<file path="config.mk">
export PLATFORM = sky130hd
export DESIGN_NAME = piso_serial_tx
export DESIGN_NICKNAME = d
export VERILOG_FILES = /design/src/rtl/piso_serial_tx.sv
export SDC_FILE = /design/constraint.sdc
export NUM_CORES = 1
export LEC_CHECK = 0
export ABC_AREA = 0
export BUFFER_PORTS_ARGS = -buffer_cell sky130_fd_sc_hd__buf_2
export CORE_AREA = 4 4 41 43
export DETAILED_ROUTE_END_ITERATION = 16
export DIE_AREA = 0 0 45 47
export GPL_TIMING_DRIVEN = 0
export PLACE_DENSITY = 0.79
export SLEW_MARGIN = 10
export SYNTH_ARGS = -nofsm -noshare
export SYNTH_HDL_FRONTEND = slang
export SYNTH_SLANG_ARGS = --single-unit
</file>
<file path="constraint.sdc">
create_clock -name clk -period 2.3 [get_ports clk]
set_input_delay 0.23 -clock clk [delete_from_list [all_inputs] [get_ports clk]]
set_output_delay 0.23 -clock clk [all_outputs]
set_load 0.02 [all_outputs]
</file>
<file path="src/rtl/piso_serial_tx.sv">
// Parallel-in/serial-out transmitter: start bit (0), WIDTH data bits LSB first, stop bit (1).
// Words arrive over a valid/ready handshake; the line idles high.
module piso_serial_tx #(
  parameter int WIDTH = 4,
  parameter int DIV   = 1
) (
  input  logic             clk,
  input  logic             reset,
  input  logic             enable,
  input  logic             in_valid,
  input  logic [WIDTH-1:0] in_data,
  output logic             in_ready,
  output logic             tx_out,
  output logic             tx_busy,
  output logic             done
);

  localparam int BW = (DIV > 1) ? $clog2(DIV) : 1;
  localparam int CW = $clog2(WIDTH + 1);
  localparam logic [BW-1:0] BAUD_LAST = BW'(DIV - 1);
  localparam logic [CW-1:0] BIT_LAST  = CW'(WIDTH - 1);

  typedef enum logic [1:0] {
    S_IDLE  = 2'd0,
    S_START = 2'd1,
    S_DATA  = 2'd2,
    S_STOP  = 2'd3
  } state_t;

  state_t           r_state;
  logic [WIDTH-1:0] r_shreg;
  logic [BW-1:0]    r_baud;
  logic [CW-1:0]    r_bit_cnt;
  logic             r_tx;
  logic             r_busy;
  logic             r_done;

  logic             w_baud_last;
  logic [WIDTH-1:0] w_shreg_next;

  assign w_baud_last  = (r_baud == BAUD_LAST);
  assign w_shreg_next = r_shreg >> 1;

  assign in_ready = (r_state == S_IDLE) && enable && !reset;
  assign tx_out   = r_tx;
  assign tx_busy  = r_busy;
  assign done     = r_done;

  // tx_out is computed from the next state so the line changes on the same edge as the state.
  always_ff @(posedge clk) begin
    if (reset) begin
      r_state   <= S_IDLE;
      r_shreg   <= '0;
      r_baud    <= '0;
      r_bit_cnt <= '0;
      r_tx      <= 1'b1;
      r_busy    <= 1'b0;
      r_done    <= 1'b0;
    end else if (enable) begin
      r_done <= 1'b0;
      case (r_state)
        S_IDLE: begin
          if (in_valid) begin
            r_shreg   <= in_data;
            r_baud    <= '0;
            r_bit_cnt <= '0;
            r_state   <= S_START;
            r_tx      <= 1'b0;
            r_busy    <= 1'b1;
          end
        end
        S_START: begin
          if (w_baud_last) begin
            r_baud    <= '0;
            r_bit_cnt <= '0;
            r_state   <= S_DATA;
            r_tx      <= r_shreg[0];
          end else begin
            r_baud <= r_baud + 1'b1;
          end
        end
        S_DATA: begin
          if (w_baud_last) begin
            r_baud  <= '0;
            r_shreg <= w_shreg_next;
            if (r_bit_cnt == BIT_LAST) begin
              r_state <= S_STOP;
              r_tx    <= 1'b1;
            end else begin
              r_bit_cnt <= r_bit_cnt + 1'b1;
              r_tx      <= w_shreg_next[0];
            end
          end else begin
            r_baud <= r_baud + 1'b1;
          end
        end
        S_STOP: begin
          if (w_baud_last) begin
            r_baud  <= '0;
            r_state <= S_IDLE;
            r_busy  <= 1'b0;
            r_done  <= 1'b1;
          end else begin
            r_baud <= r_baud + 1'b1;
          end
        end
        default: begin
          r_state <= S_IDLE;
          r_tx    <= 1'b1;
          r_busy  <= 1'b0;
        end
      endcase
    end
  end

endmodule
</file>
==> flow_metrics.env, run 1 <==
export IMPL_floorplan_core_area_um2=1300
export IMPL_design_die_area_um2=2120
export IMPL_crit_path_cell_trace="inv_1, ha_1, nor2b_1, or3_1, o22ai_1"
export IMPL_crit_fanout=6
export IMPL_tns_ns=0
export IMPL_initial_utilization=0.509
export IMPL_postRouteWirelength_mm=1.37
export IMPL_synthToLayoutAreaGrowth_pct=14.6
export IMPL_p_switching_uw=135
export IMPL_number_of_antenna_violations_at_the_first_check_in_global_routing=0
export IMPL_whs_ns=0.214
export IMPL_drt_iter0_markers=12
export IMPL_synth_edf_count=0
export IMPL_critical_path_slowest_cell="sky130_fd_sc_hd__or3_1"
export IMPL_worstPathRequired_ns=2.49
export IMPL_power_density_nw_per_um2=607
export IMPL_worst_path_max_stage_delay_ns=0.44
export IMPL_cellInternalPower_uw=326
export IMPL_vias=596
export IMPL_power_share_sequential=0.498
export IMPL_run_status="finished, final reports clean"
export IMPL_hold_path_class="in2reg"
export IMPL_asr_flop_ratio_synth=0
export IMPL_detail_route_wl_per_cell_um=13.6
export IMPL_period_share=0.707
export IMPL_worstMarginPinSlew_ns=0.437
export IMPL_portBuffers=11
export IMPL_clock_insertion_delay_at_the_later_pin_of_the_skew_report_ns=0.27
export IMPL_synth_lib_cells_used_distinct=29
export IMPL_placement_rows=13
export IMPL_path_clk_slew_ns=0.08
export IMPL_drt_drc_violations_left=0
export IMPL_global_route_overflow_total=0
export IMPL_finalClockSkew_ns=0.00708
export IMPL_cp_start_kind="flop"
export IMPL_drv_cap=0
export IMPL_whs_path_depth=2
export IMPL_setup_viol=0
export IMPL_worstHoldStart="in_data[3]"
export IMPL_dieWidth_um=45
export IMPL_via_per_inst=5.90
export IMPL_cts_num_sinks=12
export IMPL_postSynthRegisterBits=12
export IMPL_syn_instance_count=72
export IMPL_mappedNetlistArea_um2=662
export IMPL_detailedRoute_firstPassIterationCount=4
export IMPL_timing_fmax_ghz=0.615
export IMPL_syn_num_nets=86
export IMPL_cp_end_kind="flop"
export IMPL_place_gp_congestion=0.703
export IMPL_r2r_cells=5
export IMPL_timing_final_crit_period_ns=1.63
export IMPL_nets=102
export IMPL_leakagePower_nw=0.325
export IMPL_number_of_warnings_reported_in_the_yosys_synthesis_log=0
export IMPL_ios=12
export IMPL_syn_area_per_cell_um2=9.19
export IMPL_yosys_area_top_type_share=0.363
export IMPL_cts_tree="built"
export IMPL_grt_pass1_vias=542
export IMPL_slew_headroom=0.709
export IMPL_fp_dieH_um=47
export IMPL_grtUsageTotal=0.152
export IMPL_sequential_to_total_area_share_from_yosys_stat=0.363
export IMPL_grt_pass1_wl_mm=2.26
export IMPL_reg_to_reg_start="r_state[0]$_SDFFE_PP0P_"
export IMPL_post_synth_top_area_cell="sky130_fd_sc_hd__dfxtp_1"
export IMPL_final_layout_size_suffix_gt1_frac=0.233
export IMPL_deepest_level_of_the_cts_h_tree=1
export IMPL_cts_resized=0
export IMPL_power_switching_share=0.293
export IMPL_setup_repair_after_global_routing_missed_its_margin="false"
export IMPL_max_root_sink_buffers=2
export IMPL_stdcell_count=101
export IMPL_combPwrFrac=0.225
export IMPL_numCtsBuffers=3
export IMPL_diodes=0
export IMPL_worstPathArrival_ns=1.82
export IMPL_synth_area_top_cells="sky130_fd_sc_hd__dfxtp_1 36%, sky130_fd_sc_hd__ha_1 11%, sky130_fd_sc_hd__mux2i_1 6.0%, sky130_fd_sc_hd__nand2b_1 5.7%, sky130_fd_sc_hd__a21oi_1 4.5%"
export IMPL_timing_max_transition_violations_final=0
export IMPL_pwr_share_clk=0.276
export IMPL_detail_route_antenna_nets=0
export IMPL_max_vdd_ir_drop_uv=359
export IMPL_timing_setup_critical_path_class="reg2reg"
export IMPL_place_inst=98
export IMPL_cts_setup_buffers=0
export IMPL_cts_hold_fix_buffers=0
export IMPL_grt_start_max_net_pins=11
export IMPL_ys_flop_type="sky130_fd_sc_hd__dfxtp_1"
export IMPL_place_hpwl_mm=1.07
export IMPL_setup_worst_path_start="r_state[0]$_SDFFE_PP0P_"
export IMPL_cts_root_buffer="sky130_fd_sc_hd__clkbuf_4"
export IMPL_final_hold_violation_count=0
export IMPL_finalPower_uw=461
[kinds of logic after synthesis]
kind of cell,Yosys count,share of synthesized area
AOI/OAI and AO/OA,20,0.219
adders and majority gates,6,0.113
buffers and inverters,8,0.0586
DFF,12,0.363
muxes,5,0.0775
and+or+nand+nor,21,0.168
[worst max-delay path: cells and delay by family (launching register included)]
family / cells / cell delay (ns)
buffers and inverters: 1 / 0.09
AO/OA/AOI/OAI: 1 / 0.18
flip-flops: 1 / 0.36
adder cells (fa/ha/maj): 1 / 0.26
AND/OR/NAND/NOR: 2 / 0.65
[cell usage after synthesis (2+ instances only)]
master and instances:
sky130_fd_sc_hd__mux2i_1 4, sky130_fd_sc_hd__nand2_1 3, sky130_fd_sc_hd__nor2_1 5, sky130_fd_sc_hd__inv_1 5, sky130_fd_sc_hd__a21oi_1 6, sky130_fd_sc_hd__a311oi_1 3, sky130_fd_sc_hd__nand2b_1 6, sky130_fd_sc_hd__dfxtp_1 12
sky130_fd_sc_hd__ha_1 6, sky130_fd_sc_hd__or2_2 2, sky130_fd_sc_hd__o32ai_1 2
[flip-flops by register name (all words and copies together) (netlist names)]
register,count
r_bit_cnt,3
tx_out,1
tx_busy,1
r_shreg,4
r_state,2
done,1
[stage by stage]
| step | worst slack (ns) | util | area, um^2 |
|---|---|---|---|
| after global placement | 0.735 | 0.565 | 736 |
| after CTS | 0.677 | 0.583 | 758 |
| final | 0.673 | 0.583 | 758 |
| after global routing | 0.527 | 0.583 | 758 |
| after detailed placement | 0.702 | 0.565 | 736 |
| after floorplan | 0.851 | - | 662 |
[layer usage]
layer | share of wire | vias up | global-route usage
met4 | 0.031 | 0 | 0.105
met5 | 0 | - | 0
met1 | 0.42 | 274 | 0.169
li1 | - | 297 | -
met2 | 0.50 | 19 | 0.251
met3 | 0.047 | 6 | 0.0421
[power by group through the flow]
stage / Sequential, mW / Combinational [mW] / Clock (mW)
2_1_floorplan: 0.238 / 0.0697 / 0
3_3_place_gp: 0.234 / 0.0989 / 0
3_5_place_dp: 0.234 / 0.104 / 0
4_1_cts: 0.230 / 0.104 / 0.129
5_1_grt: 0.231 / 0.115 / 0.143
6_report: 0.230 / 0.104 / 0.127
[layout by cell type, fill, tap and decap left out, drive strengths merged]
cell type | netlist | routed
buf | 2 | 13
dfxtp | 12 | 12
a21oi | 6 | 6
nand2b | 6 | 6
ha | 6 | 6
inv | 5 | 5
nor2 | 5 | 5
mux2i | 4 | 4
clkbuf | 1 | 4
nand2 | 3 | 3
a311oi | 3 | 3
o32ai | 2 | 2
or2 | 2 | 2
nor2b | 1 | 1
or4 | 1 | 1
o31ai | 1 | 1
mux2 | 1 | 1
a41o | 1 | 1
nand3 | 1 | 1
a221oi | 1 | 1
a211oi | 1 | 1
or3 | 1 | 1
o21ai | 1 | 1
o21a | 1 | 1
a311o | 1 | 1
o22ai | 1 | 1
nand4 | 1 | 1
a31o | 1 | 1
[final timing paths]
check	to	slack, ns
setup / recovery	r_bit_cnt[0]$_SDFFE_PP0P_	0.67
hold / removal	r_shreg[3]$_SDFFE_PP0P_	0.21
hold reg to reg	tx_busy$_SDFFE_PP0P_	0.47
setup reg to reg	r_bit_cnt[0]$_SDFFE_PP0P_	0.67
[cell type report]
class | count | area [um^2]
repair buffers | 11 | 55.1
inverters | 5 | 18.8
clock buffers | 3 | 22.5
multi-input cells | 52 | 383
well taps | 15 | 18.8
fillers | 132 | 543
flip-flops and latches | 12 | 240
plain buffers | 3 | 20.0
Power figures use the tool's default switching activity.
==> run 2, diff against run 1 <==
CORE_AREA = default   (was 4 4 41 43)
CORE_MARGIN = 4   (was default)
CORE_UTILIZATION = 47   (was default)
DIE_AREA = default   (was 0 0 45 47)
clock period = 1.45 ns   (was 2.3 ns; I/O delays follow)
==> run 2 against run 1 <==
  * Sequential share of layout area down 4.9 points
  * Largest power group unchanged
  * Maximum frequency up 13%
  * Non-clock buffer count up 3
  * Utilization up 12 points
==> flow_metrics.env, run 2 (synthesis results as in run 1) <==
export IMPL_run_status="finished, final reports clean"
export IMPL_period_share=0.991
export IMPL_crit_path_cell_trace="ha_4, ha_4, nand2b_4, or3_4, o32ai_1"
export IMPL_combPwrFrac=0.281
export IMPL_place_hpwl_um=977
export IMPL_finalClockSkew_ns=0.00425
export IMPL_final_hold_violation_count=0
export IMPL_crit_fanout=4
export IMPL_power_switching_share=0.305
export IMPL_place_gp_congestion=0.700
export IMPL_detailed_place_area_um2=736
export IMPL_largest_register="r_shreg"
export IMPL_pwr_share_clk=0.253
export IMPL_global_route_overflow_total=0
export IMPL_fill_cell_instance_count_of_the_final_layout=97
export IMPL_cts_tree="built"
export IMPL_power_density_nw_per_um2=858
export IMPL_max_root_sink_buffers=2
export IMPL_multiInputGateArea_um2=518
export IMPL_numCtsBuffers=3
export IMPL_post_route_standard_cell_area_excluding_fillers_um2=926
export IMPL_vias=611
export IMPL_timing_setup_critical_path_class="reg2reg"
export IMPL_fp_dieH_um=45.5
export IMPL_worstPathRequired_ns=1.63
export IMPL_detail_route_antenna_nets=0
export IMPL_cts_root_buffer="sky130_fd_sc_hd__clkbuf_4"
export IMPL_drt_iter0_markers=10
export IMPL_synthToLayoutAreaGrowth_pct=39.9
export IMPL_initial_utilization=0.502
export IMPL_diodes=0
export IMPL_detailedRoute_firstPassIterationCount=4
export IMPL_cp_start_kind="flop"
export IMPL_power_share_sequential=0.466
export IMPL_path_clk_slew_ns=0.06
export IMPL_slew_headroom=0.643
export IMPL_largest_registers="r_shreg (4), r_bit_cnt (3), r_state (2)"
export IMPL_max_vdd_ir_drop_uv=661
export IMPL_dieWidth_um=45.5
export IMPL_floorplan_core_area_um2=1320
export IMPL_timing_fmax_ghz=0.696
export IMPL_layout_cells_most_common="sky130_fd_sc_hd__buf_2"
export IMPL_crit_family="simple AND/OR/NAND/NOR gates"
export IMPL_whs_ns=0.124
export IMPL_detail_route_wl_per_cell_um=14.9
export IMPL_worst_path_max_stage_delay_ns=0.41
export IMPL_design_die_area_um2=2070
export IMPL_ios=12
export IMPL_placement_rows=13
export IMPL_clock_insertion_delay_at_the_later_pin_of_the_skew_report_ns=0.27
export IMPL_portBuffers=11
export IMPL_grt_pass1_vias=535
export IMPL_postRouteWirelength_mm=1.55
export IMPL_setup_repair_after_global_routing_missed_its_margin="true"
export IMPL_number_of_antenna_violations_at_the_first_check_in_global_routing=0
export IMPL_cellInternalPower_uw=552
export IMPL_crit_path_frequent_cell="sky130_fd_sc_hd__ha_4"
export IMPL_finalPower_uw=795
export IMPL_leakagePower_nw=0.368
export IMPL_drt_drc_violations_left=0
export IMPL_grtUsageTotal=0.153
export IMPL_via_per_inst=5.88
export IMPL_final_layout_size_suffix_gt1_frac=0.517
export IMPL_nets=105
export IMPL_largest_register_ffs=4
export IMPL_cp_end_kind="flop"
export IMPL_setup_viol=0
export IMPL_deepest_level_of_the_cts_h_tree=1
export IMPL_timing_final_crit_period_ns=1.44
export IMPL_critPathBufInv=0
export IMPL_cts_num_sinks=12
export IMPL_grt_start_max_net_pins=11
export IMPL_p_switching_uw=242
export IMPL_worstMarginPinSlew_ns=0.536
export IMPL_grt_pass1_wl_mm=2.25
export IMPL_cts_hold_fix_buffers=0
export IMPL_worstPathArrival_ns=1.61
export IMPL_place_inst=98
export IMPL_stdcell_count=104
export IMPL_regArea_um2=248
export IMPL_layout_common_cells="12 x sky130_fd_sc_hd__buf_2, 8 x sky130_fd_sc_hd__dfxtp_1, 5 x sky130_fd_sc_hd__nor2_1"
export IMPL_timing_max_transition_violations_final=0
export IMPL_critical_path_slowest_cell="sky130_fd_sc_hd__or3_4"
export IMPL_drv_cap=0
export IMPL_hold_path_class="in2reg"
## run 2: worst reg2reg max path, stage by stage (launching register included)
cell and delay (ns):
sky130_fd_sc_hd__dfxtp_2 0.34, sky130_fd_sc_hd__ha_4 0.16, sky130_fd_sc_hd__ha_4 0.15, sky130_fd_sc_hd__nand2b_4 0.14
sky130_fd_sc_hd__or3_4 0.41, sky130_fd_sc_hd__o32ai_1 0.13
## run 2: path summary, 6_finish.rpt
| kind | from | to | slack, ns | cells past startpoint |
|---|---|---|---|---|
| worst min-delay path | in_data[3] | r_shreg[3]$_SDFFE_PP0P_ | 0.12 | 2 |
| worst max-delay path | r_bit_cnt[0]$_SDFFE_PP0P_ | r_bit_cnt[2]$_SDFFE_PP0P_ | 0.01 | 5 |
| worst max register to register | r_bit_cnt[0]$_SDFFE_PP0P_ | r_bit_cnt[2]$_SDFFE_PP0P_ | 0.01 | 5 |
| worst min register to register | tx_busy$_SDFFE_PP0P_ | tx_busy$_SDFFE_PP0P_ | 0.47 | 2 |
## run 2: per-stage QoR
stage,setup WS (ns),TNS (ns),util
after floorplan,0.00142,0,-
after global placement,-0.0996,-0.301,0.558
after detailed placement,-0.145,-0.606,0.558
after CTS,0.00335,0,0.617
after global routing,-0.0289,-0.0506,0.703
final,0.0135,0,0.703
## run 2: per-layer routing
layer / vias to the layer above / wire (um) / track usage
met5: - / 0 / 0
met4: 0 / 36 / 0.105
met1: 286 / 617 / 0.177
met2: 20 / 806 / 0.251
met3: 5 / 93 / 0.0277
li1: 300 / - / -
## run 2: cell type report
class                      count  share of cell area
sequential                    12               0.268
tap                           15              0.0203
inverter                       5              0.0230
clock buffer                   3              0.0243
buffer                         3              0.0216
multi-input combinational     52               0.559
timing repair buffer          14              0.0838
## run 2: power groups by stage
stage          clock network, mW  logic, mW  registers (mW)
4_1_cts                    0.206      0.177           0.365
3_3_place_gp                   0      0.157           0.371
3_5_place_dp                   0      0.161           0.371
5_1_grt                    0.224      0.244           0.372
6_report                   0.201      0.224           0.370
2_1_floorplan                  0      0.111           0.377
## run 2: timing repair
item / 4_1_cts / 5_1_grt
pin swaps: 1 / 6
setup endpoints to repair: 9 / 10
buffers inserted: 1 / 2
gates resized for setup: 13 / 19
==> run 3, diff against run 2 <==
CORE_UTILIZATION = 40   (was 47)
PLACE_DENSITY = 0.7   (was 0.79)
==> run 3 against run 2 <==
  * Worst setup slack better by 0.013 ns
  * Via count down 1.3%
  * Die area up 14%
  * Worst hold slack worse by 0.0056 ns
  * Clock skew down 0.0023 ns
  * Wire length down 1.1%
  * Global-route usage down 2.3 points
  * Sequential cell count unchanged
  * Final cell count up 3.8%
  * Clock power up 3%
  * Non-clock buffer count up 3
  * Register-to-register slack about the same
  * Critical endpoint unchanged
  * Highest routed layer unchanged
==> flow_metrics.env, run 3 (synthesis results as in run 1) <==
export IMPL_run_status="finished, final reports clean"
export IMPL_detailedRoute_firstPassIterationCount=4
export IMPL_worst_path_max_stage_delay_ns=0.39
export IMPL_max_vdd_ir_drop_uv=671
export IMPL_crit_path_cell_trace="ha_4, ha_4, nand2b_4, or3_4, o32ai_1"
export IMPL_design_die_area_um2=2370
export IMPL_preCtsSetupSlack_ns=-0.136
export IMPL_cts_tree="built"
export IMPL_floorplan_core_area_um2=1540
export IMPL_grt_pass1_vias=588
export IMPL_fp_dieH_um=48.7
export IMPL_layout_common_cells="12 x sky130_fd_sc_hd__buf_2, 8 x sky130_fd_sc_hd__dfxtp_1, 6 x sky130_fd_sc_hd__buf_4"
export IMPL_place_inst=99
export IMPL_slew_headroom=0.654
export IMPL_timing_final_crit_period_ns=1.42
export IMPL_crit_path_frequent_cell="sky130_fd_sc_hd__ha_4"
export IMPL_detail_route_wl_per_cell_um=14.2
export IMPL_finalPower_uw=790
export IMPL_diodes=0
export IMPL_ios=12
export IMPL_finish_utilization=0.592
export IMPL_timing_fmax_ghz=0.702
export IMPL_worstPathRequired_ns=1.63
export IMPL_postRouteWirelength_mm=1.54
export IMPL_cts_root_buffer="sky130_fd_sc_hd__clkbuf_4"
export IMPL_placement_rows=14
export IMPL_timing_max_transition_violations_final=0
export IMPL_deepest_level_of_the_cts_h_tree=1
export IMPL_place_gp_congestion=0.716
export IMPL_gr_max_usage_layer="met2"
export IMPL_numCtsBuffers=3
export IMPL_final_layout_size_suffix_gt1_frac=0.500
export IMPL_critPathBufInv=0
export IMPL_final_hold_violation_count=0
export IMPL_grt_pass1_wl_mm=2.45
export IMPL_power_density_nw_per_um2=866
export IMPL_critical_path_slowest_cell="sky130_fd_sc_hd__or3_4"
export IMPL_grt_met3_usage=0.0215
export IMPL_clock_insertion_delay_at_the_later_pin_of_the_skew_report_ns=0.27
export IMPL_grtUsageMet2=0.230
export IMPL_largest_register_ffs=4
export IMPL_dieWidth_um=48.7
export IMPL_grt_start_max_net_pins=11
export IMPL_global_route_overflow_total=0
export IMPL_largest_register="r_shreg"
export IMPL_drt_iter0_markers=7
export IMPL_drt_drc_violations_left=0
export IMPL_period_share=0.982
export IMPL_worstPathArrival_ns=1.61
export IMPL_nets=108
export IMPL_setup_ws_ns=0.0262
export IMPL_finalClockSkew_ns=0.00197
export IMPL_cp_end_kind="flop"
export IMPL_timing_setup_critical_path_class="reg2reg"
export IMPL_synthToLayoutAreaGrowth_pct=37.8
export IMPL_layout_cells_most_common="sky130_fd_sc_hd__buf_2"
export IMPL_hold_path_class="in2reg"
export IMPL_initial_utilization=0.429
export IMPL_portBuffers=11
export IMPL_via_per_inst=5.58
export IMPL_worstMarginPinSlew_ns=0.519
export IMPL_max_root_sink_buffers=2
export IMPL_leakagePower_nw=0.378
export IMPL_drv_cap=0
export IMPL_setup_viol=0
export IMPL_number_of_antenna_violations_at_the_first_check_in_global_routing=0
export IMPL_crit_family="simple AND/OR/NAND/NOR gates"
export IMPL_cts_num_sinks=12
export IMPL_largest_registers="r_shreg (4), r_bit_cnt (3), r_state (2)"
export IMPL_crit_fanout=4
export IMPL_vias=603
export IMPL_stdcell_count=108
export IMPL_path_clk_slew_ns=0.08
export IMPL_place_hpwl_mm=1.00
export IMPL_cp_start_kind="flop"
export IMPL_detail_route_antenna_nets=0
export IMPL_globalRouteMet1Util=0.136
export IMPL_grtUsageTotal=0.131
run 3: changes by cell type in the layout (fill, tap and decap cells not counted):
cell / delta
sky130_fd_sc_hd__inv_2: +1
sky130_fd_sc_hd__ha_4: -1
sky130_fd_sc_hd__nand2b_1: +1
sky130_fd_sc_hd__dfxtp_2: +1
sky130_fd_sc_hd__nand2b_4: -1
sky130_fd_sc_hd__a21oi_2: -1
sky130_fd_sc_hd__a21oi_4: -1
sky130_fd_sc_hd__inv_4: -1
sky130_fd_sc_hd__buf_4: +3
sky130_fd_sc_hd__ha_2: +1
sky130_fd_sc_hd__dfxtp_4: -1
sky130_fd_sc_hd__a21oi_1: +2
run 3: path summary, 6_finish.rpt:
kind	start	end	slack, ns	cells after the start
max	r_bit_cnt[0]$_SDFFE_PP0P_	r_bit_cnt[2]$_SDFFE_PP0P_	0.03	5
min	in_data[3]	r_shreg[3]$_SDFFE_PP0P_	0.12	2
max reg2reg	r_bit_cnt[0]$_SDFFE_PP0P_	r_bit_cnt[2]$_SDFFE_PP0P_	0.03	5
min reg2reg	tx_busy$_SDFFE_PP0P_	tx_busy$_SDFFE_PP0P_	0.47	2
run 3: final cells by class:
| cell class | count | area [um^2] |
|---|---|---|
| Clock buffer | 3 | 22.5 |
| Timing Repair Buffer | 17 | 100 |
| Multi-Input combinational cell | 52 | 485 |
| Fill cell | 127 | 629 |
| Inverter | 5 | 18.8 |
| Sequential cell | 12 | 245 |
| Tap cell | 16 | 20.0 |
| Buffer | 3 | 20.0 |
run 3: metrics by stage:
step / setup TNS (ns) / hold WS [ns] / area, um^2
after global placement: -0.314 / 0.394 / 737
after global routing: -0.0430 / 0.133 / 912
final: 0 / 0.118 / 912
after floorplan: 0 / 0.251 / 662
after CTS: 0 / 0.109 / 868
after detailed placement: -0.718 / 0.400 / 737
run 3: where the power goes:
part	total [mW]	internal [mW]	switching, mW	leakage [nW]
registers	0.368	0.352	0.0155	0.0999
clock network	0.208	0.0962	0.111	0.0138
logic	0.215	0.102	0.113	0.265
run 3: timing repair:
item,4_1_cts,5_1_grt
setup buffers,5,1
hold buffers,0,0
endpoints found under the setup margin,9,6
resized for setup,18,7
pin swaps,2,4
run 3: layer usage:
metal | routed length, um | vias up
li1 | - | 303
met1 | 642 | 283
met2 | 795 | 13
met3 | 54 | 4
met4 | 43 | 0
met5 | 0 | -
